[src/rtl/ysyx_25030093_idu_stage_if.sv]
`default_nettype none
// ============================================================================
//  Module      : ysyx_25030093_idu_stage_if
//  Description : Fetch-side and execute-side handshake bundle of the decode
//                stage. The master modport is the surrounding pipeline, the
//                slave modport is the decode stage itself.
//  Revision    : 1.0 - initial release
// ============================================================================
interface ysyx_25030093_idu_stage_if #(
    parameter int XLEN = 32
);
    // fetch -> decode
    logic            in_valid;
    logic            in_ready;
    logic [XLEN-1:0] in_pc;
    logic [31:0]     in_inst;
    // decode -> execute
    logic            out_valid;
    logic            out_ready;
    logic [XLEN-1:0] out_pc;
    logic [31:0]     out_inst;
    logic [4:0]      out_rd;
    logic [4:0]      out_rs1;
    logic [4:0]      out_rs2;
    logic [2:0]      out_funct3;
    logic [6:0]      out_funct7;
    logic [31:0]     out_imm;
    logic [3:0]      out_class;
    logic            out_illegal;

    modport master (
        output in_valid, in_pc, in_inst, out_ready,
        input  in_ready, out_valid, out_pc, out_inst, out_rd, out_rs1,
               out_rs2, out_funct3, out_funct7, out_imm, out_class, out_illegal
    );

    modport slave (
        input  in_valid, in_pc, in_inst, out_ready,
        output in_ready, out_valid, out_pc, out_inst, out_rd, out_rs1,
               out_rs2, out_funct3, out_funct7, out_imm, out_class, out_illegal
    );
endinterface
`default_nettype wire

[src/rtl/ysyx_25030093_idu_stage.sv]
`default_nettype none
// ============================================================================
//  Module      : ysyx_25030093_idu_stage
//  Description : RV32I/RV32E decode stage. Decodes the incoming word
//                combinationally and stores the decoded record in a 2-entry
//                FIFO skid buffer that feeds the execute stage.
//  Revision    : 1.0 - initial release
// ============================================================================
module ysyx_25030093_idu_stage #(
    parameter int RV32E = 1,
    parameter int XLEN  = 32
) (
    input  logic                            clk,
    input  logic                            rst,
    input  logic                            flush,
    ysyx_25030093_idu_stage_if.slave        bus
);
    localparam logic [6:0] c_op_lui    = 7'b0110111;
    localparam logic [6:0] c_op_auipc  = 7'b0010111;
    localparam logic [6:0] c_op_jal    = 7'b1101111;
    localparam logic [6:0] c_op_jalr   = 7'b1100111;
    localparam logic [6:0] c_op_branch = 7'b1100011;
    localparam logic [6:0] c_op_load   = 7'b0000011;
    localparam logic [6:0] c_op_store  = 7'b0100011;
    localparam logic [6:0] c_op_opimm  = 7'b0010011;
    localparam logic [6:0] c_op_op     = 7'b0110011;
    localparam logic [6:0] c_op_system = 7'b1110011;

    localparam logic [3:0] c_cls_lui     = 4'd0;
    localparam logic [3:0] c_cls_auipc   = 4'd1;
    localparam logic [3:0] c_cls_jal     = 4'd2;
    localparam logic [3:0] c_cls_jalr    = 4'd3;
    localparam logic [3:0] c_cls_branch  = 4'd4;
    localparam logic [3:0] c_cls_load    = 4'd5;
    localparam logic [3:0] c_cls_store   = 4'd6;
    localparam logic [3:0] c_cls_opimm   = 4'd7;
    localparam logic [3:0] c_cls_op      = 4'd8;
    localparam logic [3:0] c_cls_system  = 4'd9;
    localparam logic [3:0] c_cls_unknown = 4'd15;

    logic [31:0] w_inst;
    logic [31:0] w_imm_i, w_imm_s, w_imm_b, w_imm_u, w_imm_j;
    logic [31:0] w_imm;
    logic [3:0]  w_cls;
    logic        w_use_rd, w_use_rs1, w_use_rs2;
    logic        w_bad_reg, w_ill;

    logic [XLEN-1:0] r_pc   [0:1];
    logic [31:0]     r_inst [0:1];
    logic [31:0]     r_imm  [0:1];
    logic [3:0]      r_cls  [0:1];
    logic            r_ill  [0:1];
    logic [1:0]      r_count;
    logic            r_wr_ptr, r_rd_ptr;

    logic w_in_ready, w_out_valid, w_push, w_pop;
    logic [31:0] w_head_inst;

    assign w_inst  = bus.in_inst;
    assign w_imm_i = {{20{w_inst[31]}}, w_inst[31:20]};
    assign w_imm_s = {{20{w_inst[31]}}, w_inst[31:25], w_inst[11:7]};
    assign w_imm_b = {{19{w_inst[31]}}, w_inst[31], w_inst[7], w_inst[30:25], w_inst[11:8], 1'b0};
    assign w_imm_u = {w_inst[31:12], 12'b0};
    assign w_imm_j = {{11{w_inst[31]}}, w_inst[31], w_inst[19:12], w_inst[20], w_inst[30:21], 1'b0};

    // Opcode decode: class, immediate format and which register fields are live
    always_comb begin
        w_cls     = c_cls_unknown;
        w_imm     = 32'd0;
        w_use_rd  = 1'b0;
        w_use_rs1 = 1'b0;
        w_use_rs2 = 1'b0;
        case (w_inst[6:0])
            c_op_lui:    begin w_cls = c_cls_lui;    w_imm = w_imm_u; w_use_rd = 1'b1; end
            c_op_auipc:  begin w_cls = c_cls_auipc;  w_imm = w_imm_u; w_use_rd = 1'b1; end
            c_op_jal:    begin w_cls = c_cls_jal;    w_imm = w_imm_j; w_use_rd = 1'b1; end
            c_op_jalr:   begin w_cls = c_cls_jalr;   w_imm = w_imm_i; w_use_rd = 1'b1; w_use_rs1 = 1'b1; end
            c_op_branch: begin w_cls = c_cls_branch; w_imm = w_imm_b; w_use_rs1 = 1'b1; w_use_rs2 = 1'b1; end
            c_op_load:   begin w_cls = c_cls_load;   w_imm = w_imm_i; w_use_rd = 1'b1; w_use_rs1 = 1'b1; end
            c_op_store:  begin w_cls = c_cls_store;  w_imm = w_imm_s; w_use_rs1 = 1'b1; w_use_rs2 = 1'b1; end
            c_op_opimm:  begin w_cls = c_cls_opimm;  w_imm = w_imm_i; w_use_rd = 1'b1; w_use_rs1 = 1'b1; end
            c_op_op:     begin w_cls = c_cls_op;     w_use_rd = 1'b1; w_use_rs1 = 1'b1; w_use_rs2 = 1'b1; end
            c_op_system: begin w_cls = c_cls_system; w_imm = w_imm_i; w_use_rd = 1'b1; end
            default:     begin w_cls = c_cls_unknown; end
        endcase
    end

    // On RV32E only x0..x15 exist, so bit 4 of a live register field is illegal
    assign w_bad_reg = (RV32E != 0) &&
                       ((w_use_rd  && w_inst[11]) ||
                        (w_use_rs1 && w_inst[19]) ||
                        (w_use_rs2 && w_inst[24]));
    assign w_ill     = (w_cls == c_cls_unknown) || (w_inst[1:0] != 2'b11) || w_bad_reg;

    // Ready depends only on registered occupancy plus rst/flush, never on out_ready
    assign w_in_ready  = !rst && !flush && (r_count < 2'd2);
    assign w_out_valid = (r_count != 2'd0);
    assign w_push      = bus.in_valid && w_in_ready;
    assign w_pop       = w_out_valid && bus.out_ready;

    // Occupancy and pointers; flush and reset discard everything and win over push/pop
    always_ff @(posedge clk) begin
        if (rst || flush) begin
            r_count  <= 2'd0;
            r_wr_ptr <= 1'b0;
            r_rd_ptr <= 1'b0;
        end else begin
            if (w_push) r_wr_ptr <= ~r_wr_ptr;
            if (w_pop)  r_rd_ptr <= ~r_rd_ptr;
            case ({w_push, w_pop})
                2'b10:   r_count <= r_count + 2'd1;
                2'b01:   r_count <= r_count - 2'd1;
                default: r_count <= r_count;
            endcase
        end
    end

    // Record storage, written at the accept edge into the tail slot
    always_ff @(posedge clk) begin
        if (rst) begin
            for (int i = 0; i < 2; i++) begin
                r_pc[i]   <= '0;
                r_inst[i] <= 32'd0;
                r_imm[i]  <= 32'd0;
                r_cls[i]  <= 4'd0;
                r_ill[i]  <= 1'b0;
            end
        end else if (w_push) begin
            r_pc[r_wr_ptr]   <= bus.in_pc;
            r_inst[r_wr_ptr] <= w_inst;
            r_imm[r_wr_ptr]  <= w_imm;
            r_cls[r_wr_ptr]  <= w_cls;
            r_ill[r_wr_ptr]  <= w_ill;
        end
    end

    // Head entry is presented only while valid so idle outputs read zero
    assign w_head_inst     = w_out_valid ? r_inst[r_rd_ptr] : 32'd0;
    assign bus.in_ready    = w_in_ready;
    assign bus.out_valid   = w_out_valid;
    assign bus.out_pc      = w_out_valid ? r_pc[r_rd_ptr]  : '0;
    assign bus.out_inst    = w_head_inst;
    assign bus.out_rd      = w_head_inst[11:7];
    assign bus.out_rs1     = w_head_inst[19:15];
    assign bus.out_rs2     = w_head_inst[24:20];
    assign bus.out_funct3  = w_head_inst[14:12];
    assign bus.out_funct7  = w_head_inst[31:25];
    assign bus.out_imm     = w_out_valid ? r_imm[r_rd_ptr] : 32'd0;
    assign bus.out_class   = w_out_valid ? r_cls[r_rd_ptr] : 4'd0;
    assign bus.out_illegal = w_out_valid && r_ill[r_rd_ptr];

endmodule
`default_nettype wire

[src/flat_wrapper.sv]
// flat-port wrapper written by rule: the top's interface ports become plain ports
module ysyx_25030093_idu_stage_flat 
#(
    parameter int RV32E = 1,
    parameter int XLEN  = 32
)
  (clk, rst, flush, bus_in_valid, bus_in_pc, bus_in_inst, bus_out_ready, bus_in_ready, bus_out_valid, bus_out_pc, bus_out_inst, bus_out_rd, bus_out_rs1, bus_out_rs2, bus_out_funct3, bus_out_funct7, bus_out_imm, bus_out_class, bus_out_illegal);
  ysyx_25030093_idu_stage_if #(.XLEN(XLEN)) bus_i ();
  input  logic clk;
  input  logic rst;
  input  logic flush;
  input wire logic [$bits(bus_i.in_valid)-1:0] bus_in_valid;
  input wire logic [$bits(bus_i.in_pc)-1:0] bus_in_pc;
  input wire logic [$bits(bus_i.in_inst)-1:0] bus_in_inst;
  input wire logic [$bits(bus_i.out_ready)-1:0] bus_out_ready;
  output wire logic [$bits(bus_i.in_ready)-1:0] bus_in_ready;
  output wire logic [$bits(bus_i.out_valid)-1:0] bus_out_valid;
  output wire logic [$bits(bus_i.out_pc)-1:0] bus_out_pc;
  output wire logic [$bits(bus_i.out_inst)-1:0] bus_out_inst;
  output wire logic [$bits(bus_i.out_rd)-1:0] bus_out_rd;
  output wire logic [$bits(bus_i.out_rs1)-1:0] bus_out_rs1;
  output wire logic [$bits(bus_i.out_rs2)-1:0] bus_out_rs2;
  output wire logic [$bits(bus_i.out_funct3)-1:0] bus_out_funct3;
  output wire logic [$bits(bus_i.out_funct7)-1:0] bus_out_funct7;
  output wire logic [$bits(bus_i.out_imm)-1:0] bus_out_imm;
  output wire logic [$bits(bus_i.out_class)-1:0] bus_out_class;
  output wire logic [$bits(bus_i.out_illegal)-1:0] bus_out_illegal;
  assign bus_i.in_valid = bus_in_valid;
  assign bus_i.in_pc = bus_in_pc;
  assign bus_i.in_inst = bus_in_inst;
  assign bus_i.out_ready = bus_out_ready;
  assign bus_in_ready = bus_i.in_ready;
  assign bus_out_valid = bus_i.out_valid;
  assign bus_out_pc = bus_i.out_pc;
  assign bus_out_inst = bus_i.out_inst;
  assign bus_out_rd = bus_i.out_rd;
  assign bus_out_rs1 = bus_i.out_rs1;
  assign bus_out_rs2 = bus_i.out_rs2;
  assign bus_out_funct3 = bus_i.out_funct3;
  assign bus_out_funct7 = bus_i.out_funct7;
  assign bus_out_imm = bus_i.out_imm;
  assign bus_out_class = bus_i.out_class;
  assign bus_out_illegal = bus_i.out_illegal;
  ysyx_25030093_idu_stage #(.RV32E(RV32E), .XLEN(XLEN)) u_core (.clk(clk), .rst(rst), .flush(flush), .bus(bus_i));
endmodule
[config.mk]
export PLATFORM = sky130hd
export DESIGN_NAME = ysyx_25030093_idu_stage_flat
export DESIGN_NICKNAME = d
export VERILOG_FILES = /design/src/rtl/ysyx_25030093_idu_stage_if.sv /design/src/rtl/ysyx_25030093_idu_stage.sv /design/src/flat_wrapper.sv
export SDC_FILE = /design/constraint.sdc
export NUM_CORES = 1
export LEC_CHECK = 0
export CORE_MARGIN = 5
export CORE_UTILIZATION = 31
export DETAILED_ROUTE_END_ITERATION = 7
export PLACE_DENSITY_LB_ADDON = 0.15
export SETUP_SLACK_MARGIN = 0.5
export SLEW_MARGIN = 15
export SYNTH_ARGS = -nofsm -noshare
export SYNTH_HDL_FRONTEND = slang
export SYNTH_SLANG_ARGS = --single-unit
[constraint.sdc]
create_clock -name clk -period 7.2 [get_ports clk]
set_input_delay 1.44 -clock clk [delete_from_list [all_inputs] [get_ports clk]]
set_output_delay 1.44 -clock clk [all_outputs]
set_load 0.05 [all_outputs]
# Word level (Yosys, flattened, before mapping)
# Memories as Yosys holds them, arrays and structs flattened. A register that Yosys moved wholly into a read port is not among the register bits.
# Cells that the tools add are included.
totals:
  register_bits: 4
  mem_bits_rw: 202
  input_bits: 69
  memories: 5
op_classes:
  addsub: 2
  order_cmp: 1
  n_eq_ne: 14
  mux: 40
  bitwise_logic: 2
  reduce_logical: 27
mem_list:
  columns: ["memory", "words", "word_bits", "read_ports", "rd_ports_with_merged_regs", "wr", "line", "source"]
  rows:
  - ["u_core.r_imm", 2, 32, 1, 1, 2, "ysyx_25030093_idu_stage.sv:50", "logic [31:0] r_imm [0:1];"]
  - ["u_core.r_inst", 2, 32, 1, 1, 2, "ysyx_25030093_idu_stage.sv:49", "logic [31:0] r_inst [0:1];"]
  - ["u_core.r_pc", 2, 32, 1, 1, 2, "ysyx_25030093_idu_stage.sv:48", "logic [XLEN-1:0] r_pc [0:1];"]
  - ["u_core.r_cls", 2, 4, 1, 1, 2, "ysyx_25030093_idu_stage.sv:51", "logic [3:0] r_cls [0:1];"]
  - ["u_core.r_ill", 2, 1, 1, 1, 2, "ysyx_25030093_idu_stage.sv:52", "logic r_ill [0:1];"]
op_table:
  columns: ["op", "count"]
  rows:
  - ["32-bit 2-to-1 mux", 6]
  - ["32-bit case mux with 5 select lines", 1]
  - ["32-bit OR reduction", 3]
  - ["4-bit case mux with 10 select lines", 1]
  - ["1-bit 2-to-1 mux", 29]
  - ["7-bit == test (second input constant)", 4]
  - ["7-bit by 6-bit == test with 1-bit output (second input constant)", 3]
  - ["7-bit by 5-bit == test with 1-bit output (second input constant)", 2]
  - ["1-bit logical AND", 8]
  - ["4-bit 2-to-1 mux", 2]
  - ["4-bit OR reduction", 2]
  - ["8-bit OR reduction", 1]
  - ["7-bit by 2-bit == test with 1-bit output (second input constant)", 1]
  - ["6-bit OR reduction", 1]
  - ["1-bit logical OR", 5]
  - ["4-bit == test (second input constant)", 1]
  - ["2-bit case mux with 2 select lines", 1]
  - ["2-bit nonzero test", 2]
  - ["3-bit OR reduction", 1]
  - ["2-bit by 1-bit adder with 2-bit output (second input constant)", 1]
  - ["2-bit by 1-bit == test with 1-bit output (second input constant)", 1]
  - ["2-bit == test (second input constant)", 1]
  - ["1-bit zero test", 2]
  - ["2-bit < comparator (second input constant)", 1]
  - ["5 further kinds", 6]

# Longest topological paths before layout
# Gate-level depths: netlist of run 1.
depth:
  word_depth: 9
  mapped_depth: 7
  ltp_nobuf: 7

# Least setup slack after synthesis of run 1
# OpenSTA, ideal clock, no wires.
synth_path:
  path_kind: "input-to-reg"
  startpoint: "input flush"
  endpoint: "memory u_core.r_cls[1][0], enable pin"
  t_arrival_ns: 4.506
  path_slack_ns: 2.217
  path_stages: 5
  cell_sequence: "nor4b_4 -> buf_6 -> nand2_4 -> buf_6 -> nand2b_1"
synth_rtl:
  columns: ["element", "line", "source"]
  rows:
  - ["start: declaration", "flat_wrapper.sv:11", "input logic flush;"]
  - ["end: declaration", "ysyx_25030093_idu_stage.sv:51", null]

# Worst setup path in the final report of run 1
layout_path:
  startpoint: "register u_core.r_count[1]"
  endpoint: "output bus_out_inst[12]"
layout_via:
  elab_chain_cells: 2
layout_lines:
  columns: ["element", "line", "source"]
  rows:
  - ["start: declaration", "ysyx_25030093_idu_stage.sv:53", "logic [1:0] r_count;"]
  - ["start signal: assignment", "ysyx_25030093_idu_stage.sv:111", "2'b10: r_count <= r_count + 2'd1;"]
  - ["start signal: assignment", "ysyx_25030093_idu_stage.sv:112", "2'b01: r_count <= r_count - 2'd1;"]
  - ["start signal: assignment", "ysyx_25030093_idu_stage.sv:113", "default: r_count <= r_count;"]
  - ["2-bit nonzero test", "ysyx_25030093_idu_stage.sv:97", "assign w_out_valid = (r_count != 2'd0);"]
  - ["32-bit 2-to-1 mux", "ysyx_25030093_idu_stage.sv:138", "assign w_head_inst = w_out_valid ? r_inst[r_rd_ptr] : 32'd0;"]
  - ["end: declaration", "flat_wrapper.sv:19", "output wire logic [$bits(bus_i.out_inst)-1:0] bus_out_inst;"]
# No other way between the ends.

==> tab_implementation.tex, run 1 <==
\begin{tabular}{lr}
\hline
Metric & Value \\
\hline
\multicolumn{2}{l}{\textbf{Hold path}} \\
\quad Type of the tightest min-delay check & reg -> reg \\
\quad Worst min-delay path startpoint & u\_core.r\_rd\_ptr \\
\multicolumn{2}{l}{\textbf{Final layout}} \\
\quad Count of nets after finishing & 1042 \\
\quad Finished layout cell area & 13000 sq um \\
\quad Layout overhead on the synthesized area & 29.1\% \\
\quad Storage element area & 6170 sq um \\
\quad Count of inserted antenna diode cells & 0 \\
\quad Layout cell share with drive strength beyond 1 & 6.57\% \\
\quad Fraction of the core area covered by cells at the end of the flow & 40.2\% \\
\quad Layout fillers & 3117 \\
\quad Total area of multi-input combinational cells & 3380 sq um \\
\quad Layout Cells excl Fill & 1431 \\
\multicolumn{2}{l}{\textbf{Route}} \\
\quad DRT antenna net count & 0 \\
\quad Via count & 6791 \\
\quad Routed wire length & 27.0 mm \\
\quad Detailed-route vias per instance & 4.75 \\
\quad Residual DRC & 0 \\
\quad DRT iter0 DRCs & 445 \\
\quad Pre-antenna DRT Iters & 4 \\
\quad WL per Instance & 18.9 um \\
\multicolumn{2}{l}{\textbf{STA}} \\
\quad Setup clock skew after layout & 10.5 ps \\
\quad Min Tclk post-route & 4700 ps \\
\quad Final setup violation count & 0 \\
\quad Pins over their slew limit & 0 \\
\quad Final Hold Violating Endpoints & 0 \\
\quad Final worst hold slack & 523 ps \\
\quad Achievable frequency & 0.213 GHz \\
\quad Final critical-path share of the clock period & 65.3\% \\
\quad Transition time at the pin with the least slew margin & 1080 ps \\
\quad Relative slew margins & 27.7\% \\
\quad Final worst-path setup slack & 2500 ps \\
\quad RSZ-0062 raised after global routing & false \\
\quad Fin Setup TNS & 0 ps \\
\multicolumn{2}{l}{\textbf{Global route}} \\
\quad Congestion Overflow GR & 0 \\
\quad Aggregate global-route resource usage & 14.5\% \\
\quad Pin count of the biggest net entering global routing & 103 \\
\quad Wire length of the first global-routing pass & 41.2 mm \\
\quad Number of global-route vias before repair & 6949 \\
\quad Antenna violations before repair & 1 \\
\multicolumn{2}{l}{\textbf{Place}} \\
\quad Count of port buffers added during placement & 196 \\
\quad Setup slack after placement & 2510 ps \\
\quad Estimated wirelength of the detail-placed design & 17.2 mm \\
\quad Placer's final routability congestion estimate & 0.784 \\
\quad Number of placed cells counting well taps & 1388 \\
\quad Placed instance area & 12200 sq um \\
\multicolumn{2}{l}{\textbf{Synth}} \\
\quad EDFF count, synth & 202 \\
\quad Mean cell area of the mapped netlist & 12.1 sq um \\
\quad Main flop type after synthesis & sky130\_fd\_sc\_hd\_\_edfxtp\_1 \\
\quad Count of warnings emitted by yosys & 0 \\
\quad Netlist area before placement & 10000 sq um \\
\quad Synthesized instance count & 832 \\
\quad Count of distinct cell types in the synthesized netlist & 53 \\
\quad Async set or reset register ratio after synthesis & 0\% \\
\quad \#FFs+latches synth & 207 \\
\quad Share of synthesized area occupied by flip-flops and latches & 61.4\% \\
\quad Post-synthesis net count & 902 \\
\multicolumn{2}{l}{\textbf{Clock tree}} \\
\quad Maximum buffer depth of the clock tree & 3 \\
\quad TritonCTS Sinks & 207 \\
\quad H-tree lvl count & 1 \\
\quad Clock root buffer & sky130\_fd\_sc\_hd\_\_clkbuf\_16 \\
\quad Setup bufs post-CTS & 0 \\
\quad Hold\_buf cts & 0 \\
\quad Insertion delay of the later-clocked pin in the worst-skew pair & 510 ps \\
\quad Cts bufs inserted & 24 \\
\quad Number of cells upsized or downsized after cts & 0 \\
\quad CTS tree & yes \\
\quad Clock edge transition at the registers on the reported setup and hold paths & 60 ps \\
\multicolumn{2}{l}{\textbf{Die}} \\
\quad Initial core utilization & 31.1\% \\
\quad Core area & 32300 sq um \\
\quad Number of core rows & 66 \\
\quad Y dimension of the die & 190 um \\
\quad Floorplan die width & 190 um \\
\quad Area enclosed by the die boundary & 36100 sq um \\
\quad Number of I/O pins & 197 \\
\multicolumn{2}{l}{\textbf{Power}} \\
\quad Power density over the cells & 218 nW/um\^{}2 \\
\quad Maximum resistive drop on vdd & 0.126 mV \\
\quad Static Leak & 5.05 nW \\
\quad Power after layout & 2.83 mW \\
\multicolumn{2}{l}{\textbf{Job}} \\
\quad Max-capacitance violation count & 0 \\
\multicolumn{2}{l}{\textbf{Critical path}} \\
\quad Data required time at the worst endpoint & 5760 ps \\
\quad Critical-path maximum fanout & 83 \\
\quad Arrival time worst endpoint & 3260 ps \\
\quad Crit path from & u\_core.r\_count[1] \\
\quad Critical path start-end classification & reg -> out \\
\quad Critical Path End Type & output port \\
\quad Beginning of the worst register-to-register path & u\_core.r\_wr\_ptr \\
\quad Worst Setup Start Kind & register \\
\multicolumn{2}{l}{\textbf{Run status}} \\
\quad Result of the run & complete, no violations \\
\hline
\end{tabular}
report_power, final:
group | switching (mW) | internal, mW | total [mW]
Sequential | 0.0147 | 1.38 | 1.39
Combinational | 0.153 | 0.0856 | 0.239
Clock | 0.474 | 0.730 | 1.20
Total | 0.641 | 2.19 | 2.83
synthesized netlist by cell type, types with 3 or more instances:
master	n	area [sq um]
sky130_fd_sc_hd__nor2_1	126	473
sky130_fd_sc_hd__buf_4	28	210
sky130_fd_sc_hd__nand3_1	12	60.1
sky130_fd_sc_hd__nor3_1	5	25.0
sky130_fd_sc_hd__edfxtp_1	202	6070
sky130_fd_sc_hd__nand2b_1	5	31.3
sky130_fd_sc_hd__a21boi_0	3	22.5
sky130_fd_sc_hd__nor2b_1	4	25.0
sky130_fd_sc_hd__or2_2	4	25.0
sky130_fd_sc_hd__inv_1	11	41.3
sky130_fd_sc_hd__and2_1	14	87.6
sky130_fd_sc_hd__a21oi_1	9	45.0
sky130_fd_sc_hd__buf_2	18	90.1
sky130_fd_sc_hd__a21o_1	28	210
sky130_fd_sc_hd__and3_1	123	769
sky130_fd_sc_hd__clkbuf_1	43	161
sky130_fd_sc_hd__dfxtp_1	5	100
sky130_fd_sc_hd__mux2i_1	102	1020
sky130_fd_sc_hd__nand2_1	35	131
sky130_fd_sc_hd__o21ai_0	11	55.1
registers in the layout, summed over array words and instances, names as in the netlist, named ones only:
name	flops
u_core.r_wr_ptr	1
u_core.r_cls	8
u_core.r_rd_ptr	1
u_core.r_imm	64
u_core.r_inst	64
u_core.r_ill	2
u_core.r_pc	64
u_core.r_count	2
final timing paths:
path	end	slack, ps	depth (start not counted)
hold / removal	u_core.r_rd_ptr	520	2
setup / recovery	bus_out_inst[12]	2500	4
setup reg to reg	u_core.r_imm[0][21]	4020	4
hold reg to reg	u_core.r_rd_ptr	520	2
area by class of cell:
| type | instances | share of cell area, % |
|---|---|---|
| Clock inverter | 13 | 0.858 |
| Sequential cell | 207 | 47.6 |
| Tap cell | 442 | 4.26 |
| Multi-Input combinational cell | 521 | 26.1 |
| Clock buffer | 30 | 5.20 |
| Inverter | 12 | 0.347 |
| Timing Repair Buffer | 206 | 15.7 |
critical path: stages, from the launching register on:
cell	delay [ps]
sky130_fd_sc_hd__dfxtp_1	390
sky130_fd_sc_hd__nor2_4	460
sky130_fd_sc_hd__buf_4	780
sky130_fd_sc_hd__nor2_1	230
sky130_fd_sc_hd__clkdlybuf4s50_1	790
kinds of logic after synthesis:
kind of cell,synth area share (%)
AO/OA/AOI/OAI,4.53
XOR/XNOR,0.349
adder cells (fa/ha/maj),0.124
buffers and inverters,5.32
flip-flops,61.4
multiplexers,10.2
AND/OR/NAND/NOR,18.2
placed cells by master (no fill, tap or decap), types with 3 or more instances in the layout:
cell type / n
sky130_fd_sc_hd__a21boi_0: 3
sky130_fd_sc_hd__a21o_1: 28
sky130_fd_sc_hd__a21oi_1: 9
sky130_fd_sc_hd__and2_1: 14
sky130_fd_sc_hd__and3_1: 123
sky130_fd_sc_hd__buf_4: 10
sky130_fd_sc_hd__clkbuf_16: 25
sky130_fd_sc_hd__clkbuf_8: 3
sky130_fd_sc_hd__clkdlybuf4s50_1: 196
sky130_fd_sc_hd__clkinv_1: 6
sky130_fd_sc_hd__clkinv_2: 4
sky130_fd_sc_hd__dfxtp_1: 3
sky130_fd_sc_hd__edfxtp_1: 202
sky130_fd_sc_hd__inv_1: 10
sky130_fd_sc_hd__mux2i_1: 102
sky130_fd_sc_hd__nand2_1: 35
sky130_fd_sc_hd__nand2b_1: 3
sky130_fd_sc_hd__nand3_1: 12
sky130_fd_sc_hd__nor2_1: 125
sky130_fd_sc_hd__nor2b_1: 4
sky130_fd_sc_hd__nor3_1: 5
sky130_fd_sc_hd__o21ai_0: 11
sky130_fd_sc_hd__or2_2: 4
routing by layer:
metal	vias to the layer above	GRT usage, %	part of all wire (%)
met4	2	2.89	1.3
met3	27	2.66	5.5
li1	3266	-	-
met2	176	24.3	48
met1	3320	19.9	45
met5	-	0	0.026
Power figures use the tool's default switching activity.
==> inputs of run 2 (changes only) <==
==> constraint.sdc (replaced) <==
create_clock -name clk -period 4.54 [get_ports clk]
set_input_delay 0.908 -clock clk [delete_from_list [all_inputs] [get_ports clk]]
set_output_delay 0.908 -clock clk [all_outputs]
set_load 0.05 [all_outputs]
==> tab_implementation.tex, run 2 (synthesis results as in run 1) <==
\begin{tabular}{lr}
\hline
Metric & Value \\
\hline
\multicolumn{2}{l}{\textbf{Run status}} \\
\quad Result of the run & complete, no violations \\
\multicolumn{2}{l}{\textbf{Critical path}} \\
\quad Data required time at the worst endpoint & 3630 ps \\
\quad Register-to-Register Path Depth & 4 \\
\quad Critical path start-end classification & reg -> out \\
\quad Number of buffer and inverter instances along the worst setup path & 2 \\
\quad Family of cells with the greatest summed delay on the critical path & buffers and inverters \\
\quad Capture instance of the worst register-to-register path & u\_core.r\_cls[0][0] \\
\quad Capture point of the worst path & bus\_out\_inst[22] \\
\quad Critical Path End Type & output port \\
\quad Critical path, cell by cell & buf\_4, mux2i\_1, nor2\_1, clkdlybuf4s50\_1 \\
\quad Cell count along the critical path & 4 \\
\quad Critical path's largest stage delay & 840 ps \\
\quad Slowest-stage cell, CP & sky130\_fd\_sc\_hd\_\_clkdlybuf4s50\_1 \\
\quad Arrival time worst endpoint & 2920 ps \\
\quad Critical-path maximum fanout & 37 \\
\quad Beginning of the worst register-to-register path & u\_core.r\_wr\_ptr \\
\quad Worst Setup Start Kind & register \\
\quad R2R Setup Slk & 1850 ps \\
\multicolumn{2}{l}{\textbf{Final layout}} \\
\quad Top flop regs & u\_core.r\_imm: 64 flops, u\_core.r\_inst: 64 flops, u\_core.r\_pc: 64 flops \\
\quad Layout overhead on the synthesized area & 29.7\% \\
\quad Storage element area & 6170 sq um \\
\quad Layout Cells excl Fill & 1440 \\
\quad Most common cell after layout, fill and taps aside & sky130\_fd\_sc\_hd\_\_edfxtp\_1 \\
\quad Finished layout cell area & 13000 sq um \\
\quad Total area of multi-input combinational cells & 3370 sq um \\
\quad Commonest non-fill, non-tap cells in the layout & sky130\_fd\_sc\_hd\_\_edfxtp\_1, sky130\_fd\_sc\_hd\_\_clkdlybuf4s50\_1, sky130\_fd\_sc\_hd\_\_nor2\_1 \\
\quad Count of nets after finishing & 1050 \\
\quad Layout fillers & 3094 \\
\quad Count of inserted antenna diode cells & 0 \\
\quad Layout cell share with drive strength beyond 1 & 7.11\% \\
\multicolumn{2}{l}{\textbf{Global route}} \\
\quad Pin count of the biggest net entering global routing & 103 \\
\quad Congestion Overflow GR & 0 \\
\quad Wire length of the first global-routing pass & 41.0 mm \\
\quad Number of global-route vias before repair & 6926 \\
\quad Aggregate global-route resource usage & 14.6\% \\
\quad Antenna violations before repair & 0 \\
\multicolumn{2}{l}{\textbf{STA}} \\
\quad Fin Setup TNS & 0 ps \\
\quad Transition time at the pin with the least slew margin & 972 ps \\
\quad Relative slew margins & 35.1\% \\
\quad Min Tclk post-route & 3830 ps \\
\quad RSZ-0062 raised after global routing & false \\
\quad Final Hold Violating Endpoints & 0 \\
\quad Setup clock skew after layout & 15.5 ps \\
\quad Final setup violation count & 0 \\
\quad Final critical-path share of the clock period & 84.3\% \\
\quad Achievable frequency & 0.261 GHz \\
\quad Pins over their slew limit & 0 \\
\multicolumn{2}{l}{\textbf{Route}} \\
\quad Via count & 6782 \\
\quad DRT iter0 DRCs & 291 \\
\quad Met3 routed WL & 1.45 mm \\
\quad Post-route met1 wirelength & 12.2 mm \\
\quad WL per Instance & 19.0 um \\
\quad Total met2 wirelength after detailed routing & 13.3 mm \\
\quad Highest routing layer actually used & met4 \\
\quad Residual DRC & 0 \\
\quad Detailed-route vias per instance & 4.71 \\
\quad Pre-antenna DRT Iters & 4 \\
\quad Routed wire length & 27.3 mm \\
\quad DRT antenna net count & 0 \\
\multicolumn{2}{l}{\textbf{Clock tree}} \\
\quad Maximum buffer depth of the clock tree & 3 \\
\quad CTS tree & yes \\
\quad Clock root buffer & sky130\_fd\_sc\_hd\_\_clkbuf\_16 \\
\quad Clock edge transition at the registers on the reported setup and hold paths & 60 ps \\
\quad H-tree lvl count & 1 \\
\quad Number of cells upsized or downsized after cts & 0 \\
\quad TritonCTS Sinks & 207 \\
\quad Cts bufs inserted & 24 \\
\quad Insertion delay of the later-clocked pin in the worst-skew pair & 520 ps \\
\quad Setup bufs post-CTS & 0 \\
\quad Hold\_buf cts & 0 \\
\multicolumn{2}{l}{\textbf{Job}} \\
\quad Max-capacitance violation count & 0 \\
\multicolumn{2}{l}{\textbf{Die}} \\
\quad Floorplan die width & 190 um \\
\quad Number of I/O pins & 197 \\
\quad Number of core rows & 66 \\
\quad Y dimension of the die & 190 um \\
\quad Core area & 32300 sq um \\
\quad Initial core utilization & 31.1\% \\
\quad Area enclosed by the die boundary & 36100 sq um \\
\multicolumn{2}{l}{\textbf{Place}} \\
\quad Estimated wirelength of the detail-placed design & 17.4 mm \\
\quad Placer's final routability congestion estimate & 0.777 \\
\quad Count of port buffers added during placement & 196 \\
\quad Placed instance area & 12300 sq um \\
\quad Number of placed cells counting well taps & 1396 \\
\multicolumn{2}{l}{\textbf{Power}} \\
\quad Part of the power in registers & 49.3\% \\
\quad Static Leak & 5.09 nW \\
\quad Clock power share & 42.1\% \\
\quad Power density over the cells & 343 nW/um\^{}2 \\
\quad Internal power & 3.45 mW \\
\quad Combinational Power Share & 8.6\% \\
\quad Switching part of the total power & 22.9\% \\
\quad Maximum resistive drop on vdd & 0.241 mV \\
\quad Net switching power & 1.02 mW \\
\multicolumn{2}{l}{\textbf{Hold path}} \\
\quad Type of the tightest min-delay check & reg -> reg \\
\hline
\end{tabular}
[run 2: metal layers]
layer / global-route usage [%] / vias to the layer above
li1: - / 3280
met1: 19.6 / 3313
met2: 25.0 / 160
met3: 2.48 / 29
met4: 2.84 / 0
met5: 0 / -
[run 2: worst min-delay path by stage]
stage | startpoint | endpoint | slack (ps) | cells after the start
6_report | u_core.r_rd_ptr | u_core.r_rd_ptr | 520 | 2
2_1_floorplan | u_core.r_rd_ptr | register | 480 | 2
3_3_place_gp | u_core.r_rd_ptr | u_core.r_rd_ptr | 500 | 2
5_1_grt | u_core.r_rd_ptr | u_core.r_rd_ptr | 590 | 2
4_1_cts | u_core.r_rd_ptr | u_core.r_rd_ptr | 520 | 2
3_5_place_dp | u_core.r_rd_ptr | u_core.r_rd_ptr | 500 | 2
[run 2: worst reg2reg max path, cell delays in order (launching register included)]
cell and delay, ps:
sky130_fd_sc_hd__dfxtp_2 330, sky130_fd_sc_hd__clkinv_2 740, sky130_fd_sc_hd__nand2_2 670, sky130_fd_sc_hd__nand2b_4 330, sky130_fd_sc_hd__buf_4 350
[run 2: final cells by class]
type                    count  share of cell area [%]
repair buffers            214                    16.3
inverters                  12                   0.355
flip-flops and latches    207                    47.4
clock inverters             9                   0.490
well taps                 442                    4.24
multi-input cells         521                    25.9
clock buffers              35                    5.40
[run 2: stage by stage]
| step | total power [mW] | hold slack [ps] | setup slack, ps | util [%] |
|---|---|---|---|---|
| after floorplan | 2.46 | 481 | 1230 | - |
| after global placement | 2.64 | 501 | 938 | 38.0 |
| after detailed placement | 2.64 | 503 | 946 | 38.0 |
| after CTS | 4.53 | 524 | 609 | 40.4 |
| after global routing | 4.64 | 588 | 529 | 40.4 |
| final | 4.47 | 517 | 711 | 40.4 |
[run 2: power groups by stage]
stage	clock network, mW	registers [mW]	logic (mW)
CTS	1.93	2.21	0.394
global placement	0	2.24	0.392
floorplan	0	2.24	0.214
global route	2.01	2.21	0.417
finish	1.88	2.20	0.386
detailed placement	0	2.25	0.393
